### src/rtl/freq_meas_sched.sv
`default_nettype none
// ============================================================================
// freq_meas_sched : round-robin gate-time frequency measurement scheduler
//                   with short/long gate auto-ranging and tagged results.
// Revision 1.0
// ============================================================================
module freq_meas_sched #(
  parameter int CLK_HZ      = 100_000_000,
  parameter int CH_NUM      = 4,
  parameter int GATE_SHORT  = 1_000_000,
  parameter int GATE_LONG   = 100_000_000,
  parameter int AUTO_THRESH = 1000,
  parameter int SETTLE_CYC  = 10,
  localparam int CW         = (CH_NUM > 1) ? $clog2(CH_NUM) : 1
) (
  input  logic              sys_clk,
  input  logic              rst_n,
  input  logic              enable,
  input  logic [CH_NUM-1:0] ch_mask,
  input  logic [CH_NUM-1:0] sig_in,
  output logic              res_valid,
  input  logic              res_ready,
  output logic [CW-1:0]     res_ch,
  output logic [31:0]       res_freq,
  output logic              res_long,
  output logic              res_ovf,
  output logic              busy
);

  localparam logic [31:0] c_scale_short = 32'(CLK_HZ / GATE_SHORT);
  localparam logic [31:0] c_scale_long  = 32'(CLK_HZ / GATE_LONG);
  localparam logic [31:0] c_short_m1    = 32'(GATE_SHORT - 1);
  localparam logic [31:0] c_long_m1     = 32'(GATE_LONG - 1);
  localparam logic [31:0] c_settle_m1   = 32'(SETTLE_CYC - 1);
  localparam logic [31:0] c_thresh      = 32'(AUTO_THRESH);
  localparam logic [CW-1:0] c_last_ch   = CW'(CH_NUM - 1);

  typedef enum logic [2:0] {
    S_IDLE   = 3'd0,
    S_SELECT = 3'd1,
    S_SETTLE = 3'd2,
    S_GATE   = 3'd3,
    S_CALC   = 3'd4,
    S_RESULT = 3'd5
  } state_t;

  state_t        r_state;
  state_t        w_next;
  logic [CW-1:0] r_ptr;
  logic [CW-1:0] r_ch;
  logic          r_long;
  logic [31:0]   r_tmr;
  logic [31:0]   r_cnt;
  logic          r_ovf;
  logic [1:0]    r_sync;
  logic          r_prev;

  logic          w_sel;
  logic          w_edge;
  logic [CW:0]   w_pick;
  logic          w_found;
  logic          w_abort;
  logic          w_settle_end;
  logic          w_gate_end;
  logic          w_cnt_sat;
  logic [31:0]   w_cnt_nx;
  logic          w_ovf_nx;
  logic          w_go_long;
  logic [63:0]   w_prod;
  logic          w_prod_sat;

  // First enabled channel at or after the pointer, searching with wrap-around.
  function automatic logic [CW:0] f_pick(input logic [CW-1:0] ptr,
                                         input logic [CH_NUM-1:0] mask);
    logic [CW:0] w_res;
    int          idx;
    w_res = '0;
    for (int i = CH_NUM - 1; i >= 0; i--) begin
      idx = (int'(ptr) + i) % CH_NUM;
      if (mask[idx]) w_res = {1'b1, CW'(idx)};
    end
    return w_res;
  endfunction

  assign w_pick       = f_pick(r_ptr, ch_mask);
  assign w_found      = w_pick[CW];
  assign w_sel        = sig_in[r_ch];
  assign w_edge       = r_sync[1] & ~r_prev;
  assign w_abort      = !enable && (r_state == S_SELECT || r_state == S_SETTLE ||
                                    r_state == S_GATE   || r_state == S_CALC);
  assign w_settle_end = (r_tmr == c_settle_m1);
  assign w_gate_end   = (r_tmr == (r_long ? c_long_m1 : c_short_m1));
  assign w_cnt_sat    = &r_cnt;
  assign w_cnt_nx     = (w_edge && !w_cnt_sat) ? r_cnt + 32'd1 : r_cnt;
  assign w_ovf_nx     = r_ovf | (w_edge & w_cnt_sat);
  assign w_go_long    = !r_long && (w_cnt_nx < c_thresh);
  assign w_prod       = 64'(r_cnt) * 64'(r_long ? c_scale_long : c_scale_short);
  assign w_prod_sat   = |w_prod[63:32];

  assign res_valid = (r_state == S_RESULT);
  assign busy      = (r_state != S_IDLE);

  // Synchroniser keeps running in every state so SETTLE flushes the old channel.
  always_ff @(posedge sys_clk or negedge rst_n) begin
    if (!rst_n) begin
      r_sync <= '0;
      r_prev <= 1'b0;
    end else begin
      r_sync <= {r_sync[0], w_sel};
      r_prev <= r_sync[1];
    end
  end

  always_ff @(posedge sys_clk or negedge rst_n) begin
    if (!rst_n) r_state <= S_IDLE;
    else        r_state <= w_next;
  end

  always_comb begin
    w_next = r_state;
    case (r_state)
      S_IDLE:   if (enable && (|ch_mask)) w_next = S_SELECT;
      S_SELECT: w_next = (!enable || !w_found) ? S_IDLE : S_SETTLE;
      S_SETTLE: begin
        if (!enable)          w_next = S_IDLE;
        else if (w_settle_end) w_next = S_GATE;
      end
      S_GATE: begin
        if (!enable)                      w_next = S_IDLE;
        else if (w_gate_end && !w_go_long) w_next = S_CALC;
      end
      S_CALC:   w_next = enable ? S_RESULT : S_IDLE;
      S_RESULT: if (res_ready) w_next = enable ? S_SELECT : S_IDLE;
      default:  w_next = S_IDLE;
    endcase
  end

  always_ff @(posedge sys_clk or negedge rst_n) begin
    if (!rst_n) begin
      r_ptr    <= '0;
      r_ch     <= '0;
      r_long   <= 1'b0;
      r_tmr    <= '0;
      r_cnt    <= '0;
      r_ovf    <= 1'b0;
      res_ch   <= '0;
      res_freq <= '0;
      res_long <= 1'b0;
      res_ovf  <= 1'b0;
    end else if (w_abort) begin
      r_tmr <= '0;
      r_cnt <= '0;
      r_ovf <= 1'b0;
    end else begin
      case (r_state)
        S_IDLE: begin
          r_tmr <= '0;
          r_cnt <= '0;
          r_ovf <= 1'b0;
        end
        S_SELECT: begin
          if (w_found) r_ch <= w_pick[CW-1:0];
          r_long <= 1'b0;
          r_tmr  <= '0;
          r_cnt  <= '0;
          r_ovf  <= 1'b0;
        end
        S_SETTLE: r_tmr <= w_settle_end ? '0 : r_tmr + 32'd1;
        S_GATE: begin
          if (w_gate_end) begin
            r_tmr <= '0;
            if (w_go_long) begin
              // Low short-gate count: repeat immediately with the long gate.
              r_long <= 1'b1;
              r_cnt  <= '0;
              r_ovf  <= 1'b0;
            end else begin
              r_cnt <= w_cnt_nx;
              r_ovf <= w_ovf_nx;
            end
          end else begin
            r_tmr <= r_tmr + 32'd1;
            r_cnt <= w_cnt_nx;
            r_ovf <= w_ovf_nx;
          end
        end
        S_CALC: begin
          res_freq <= w_prod_sat ? 32'hFFFF_FFFF : w_prod[31:0];
          res_ch   <= r_ch;
          res_long <= r_long;
          res_ovf  <= r_ovf | w_prod_sat;
        end
        S_RESULT: begin
          if (res_ready) r_ptr <= (r_ch == c_last_ch) ? '0 : r_ch + CW'(1);
        end
        default: ;
      endcase
    end
  end

endmodule
`default_nettype wire
### config.mk
export PLATFORM = sky130hd
export DESIGN_NAME = freq_meas_sched
export DESIGN_NICKNAME = d
export VERILOG_FILES = /design/src/rtl/freq_meas_sched.sv
export SDC_FILE = /design/constraint.sdc
export NUM_CORES = 1
export LEC_CHECK = 0
export BUFFER_PORTS_ARGS = -buffer_cell sky130_fd_sc_hd__buf_2
export CORE_MARGIN = 2
export CORE_UTILIZATION = 44
export DETAILED_ROUTE_END_ITERATION = 6
export PLACE_DENSITY = 0.69
export SLEW_MARGIN = 20
export SYNTH_ARGS = -nofsm -noshare
export SYNTH_HDL_FRONTEND = slang
export SYNTH_SLANG_ARGS = --single-unit
### constraint.sdc
create_clock -name sys_clk -period 5.9 [get_ports sys_clk]
set_input_delay 0.295 -clock sys_clk [delete_from_list [all_inputs] [get_ports sys_clk]]
set_output_delay 0.295 -clock sys_clk [all_outputs]
set_load 0.05 [all_outputs]
==> reports/qor.tcl <==
set qor(gr-total-overflow) 0
set qor(ctsHtreeMaxLevel) 3
set qor(final_period_minus_worst_setup_slack_ns) 5.59
set qor(drtAntennaViolNets) 0
set qor(final_min_period_over_clock_period) 0.947
set qor(dieArea_um2) 27200
set qor(die_width_um) 165
set qor(peakVddDrop_uv) 231
set qor(portBuffers) 49
set qor(routed_via_density) 5.69
set qor(grt_pass1_vias) 9650
set qor(wire_per_inst_um) 15.7
set qor(fmax_mhz) 179
set qor(largest_incremental_delay_on_the_critical_path_ns) 0.50
set qor(p_per_area_nw_per_um2) 230
set qor(synth.top_cells.by_area) {dfrtp_1, ha_1, fa_1}
set qor(reg2reg_slack_ns) 0.31
set qor(dr_total_vias) 10200
set qor(layout-area-overhead-vs-synth_pct) 8.32
set qor(finalSetupViolCount) 0
set qor(p_leak_uw) 0.00595
set qor(timing.clock.skew_ns) 0.0215
set qor(warnings_synthesis) 0
set qor(postSynthRegisterBits) 112
set qor(clk_pin_slew_ns) 0.08
set qor(floorplan.die.height_um) 165
set qor(netlist_instances) 1449
set qor(worst-endpoint-required_ns) 6.13
set qor(initial_antenna_violation_count) 0
set qor(finish.net_count) 1620
set qor(grt_first_pass_wirelength_um) 47800
set qor(cts_num_sinks) 112
set qor(post-dp-hpwl_um) 21100
set qor(clk_root_buffer_cell) {clkbuf_16}
set qor(drv_slew) 0
set qor(timing.slew.headroom) 0.366
set qor(startpoint_type) {flip-flop}
set qor(run_status) {finished clean}
set qor(rsz0062_at_grt) {false}
set qor(clock_latency_on_the_worst_skew_pair_ns) 0.37
set qor(place_congestion) 0.931
set qor(synthDominantAreaCellType) {dfrtp_1}
set qor(design.portCount) 50
set qor(critical_path.most_common_cell) {ha_1}
set qor(critical_path.cell_chain) {buf_4 -> nor2b_1 -> ha_1 -> inv_1 -> fa_1 -> inv_1 -> ha_1 -> fa_1 -> ha_1 -> a21oi_1 -> o221ai_1 -> a221oi_2 -> o21ai_0 -> a211oi_1 -> buf_4 -> o21bai_1 -> xnor2_1 -> o311ai_0 -> nor4_4 -> buf_6 -> a21oi_1}
set qor(yosysSeqAreaShare) 0.246
set qor(cp-end-kind) {flip-flop}
set qor(tightestPinTransition_ns) 0.943
set qor(final.setup.tns_ns) 0
set qor(fp-row-count) 58
set qor(timing.critical_path.arrival_ns) 5.82
set qor(drv_cap) 0
set qor(antenna_cell_count) 0
set qor(synth.cells.most_frequent) {nand2_1, inv_1, nor2_1}
set qor(grt_max_degree) 68
set qor(most_used_dff_post_synth) {dfrtp_1}
set qor(dr.first_iter.drc_count) 849
set qor(floorplan.initialDensity) 0.450
set qor(netlist_area_um2) 11400
set qor(post-synth-top-area-fraction) 0.246
set qor(max-clock-path-buffers) 2
set qor(synthDistinctLibCells) 70
set qor(grtUsageTotal) 0.215
set qor(crit_fanout) 33
set qor(postSynthAreaPerCell_um2) 7.87
set qor(detailed_place.area_um2) 12000
set qor(worst-setup-path-type) {flip-flop to flip-flop}
set qor(layout.cell_area.non_filler_um2) 12300
set qor(drt_first_pass_iters) 6
set qor(hold_path_class) {input pin to flip-flop}
set qor(rr_worst_depth) 21
set qor(hold_path_depth) 2
set qor(core-area_um2) 25300
set qor(synth.most_common_cell) {nand2_1}
set qor(async_flop_share) 1.00
set qor(finalWirelength_um) 28300
set qor(critical_path.slowest_cell) {fa_1}
set qor(cts_tree) {yes}
set qor(drc) 0
set qor(final_layout_size_suffix_gt1_frac) 0.0928
set qor(post_synth_edffs) 0
set qor(finalHoldViolations) 0
set qor(cts_buffers) 9
-- layer usage --
layer,global-route usage,share of wire
met1,0.307,0.48
met3,0.0296,0.053
met4,0.0593,0.018
met2,0.340,0.45
met5,0,0
-- cells by family (layout without fill, tap and decap cells) --
kind of cell / after synthesis / in the layout / share of synthesized area
xor gates and xnor gates: 82 / 82 / 0.0630
adders and majority gates: 148 / 148 / 0.186
buffers and inverters: 221 / 234 / 0.0743
AOI/OAI and AO/OA: 336 / 336 / 0.182
muxes: 13 / 13 / 0.0134
other: 1 / 4 / 0.000329
DFF: 112 / 112 / 0.246
and+or+nand+nor: 536 / 536 / 0.236
-- power by group --
| part | internal [µW] | switching [µW] |
|---|---|---|
| clock network | 301 | 334 |
| registers | 925 | 106 |
| logic | 306 | 872 |
| total | 1530 | 1310 |
-- critical path: cells and delay by family (launching register included) --
kind                       cells  cell delay (ns)
adders and majority gates      5             1.84
xor gates and xnor gates       1             0.14
DFF                            1             0.45
AOI/OAI and AO/OA              8             1.75
buffers and inverters          5             0.75
and+or+nand+nor                2             0.53
-- area by class of cell --
cell class / count / area (µm²)
Fill cell: 2503 / 13000
Multi-Input combinational cell: 1119 / 7810
Sequential cell: 112 / 2800
Inverter: 138 / 518
Timing Repair Buffer: 80 / 499
Tap cell: 330 / 413
Clock buffer: 9 / 225
Clock inverter: 7 / 76.3
-- what timing repair did --
item	in CTS	in global routing
resized for setup	0	6
hold endpoints to repair	45	0
endpoints found under the setup margin	0	33
hold buffers	1	0
buffers inserted	0	2
-- state kept, by name (all words and copies together) (netlist names) --
signal    count
r_cnt        32
r_prev        1
r_state       3
res_ch        2
r_ch          2
res_long      1
r_ptr         2
r_long        1
r_sync        2
res_ovf       1
r_ovf         1
r_tmr        32
res_freq     32
-- per-stage QoR --
step	hold slack, ns	std cells	util	setup slack, ns	total power, µW
after detailed placement	0.344	1776	0.474	0.172	2230
after global placement	0.337	1776	0.474	0.313	2200
after global routing	0.169	1795	0.488	0.0310	3030
after CTS	0.162	1793	0.486	0.146	2870
after floorplan	-0.000591	1452	-	0.0429	1930
final	0.180	1795	0.488	0.312	2840
-- placed cells by master (no fill, tap or decap), types with 6 or more instances in the layout --
cell type / instances
a21oi_1: 105
buf_4: 29
or3_1: 6
buf_2: 48
o211ai_1: 7
o21ai_0: 77
and3_1: 28
a211oi_1: 6
o41ai_1: 12
o21bai_1: 6
nor2b_1: 24
nor3_1: 29
and2_1: 26
or4_1: 8
o31ai_1: 16
mux2_2: 7
xor2_1: 30
xnor2_1: 52
ha_1: 112
nor4_1: 11
nand2_1: 140
o22ai_1: 8
inv_1: 137
nand2b_1: 16
nor2_1: 124
fa_1: 36
nand4_1: 26
nand3_1: 59
a21o_1: 22
a31o_2: 9
o21a_1: 8
dfrtp_1: 111
and4_1: 6
o21ai_1: 14
a31oi_1: 15
clkbuf_16: 9
-- path summary, 6_finish.rpt --
check                          start      endpoint
max                           r_long  res_freq[16]
min                        res_ready    r_state[0]
max reg2reg                   r_long  res_freq[16]
min reg2reg                r_sync[0]     r_sync[1]
max in group asynchronous      rst_n        r_long
min in group asynchronous      rst_n      r_tmr[0]
Power figures use the tool's default switching activity.
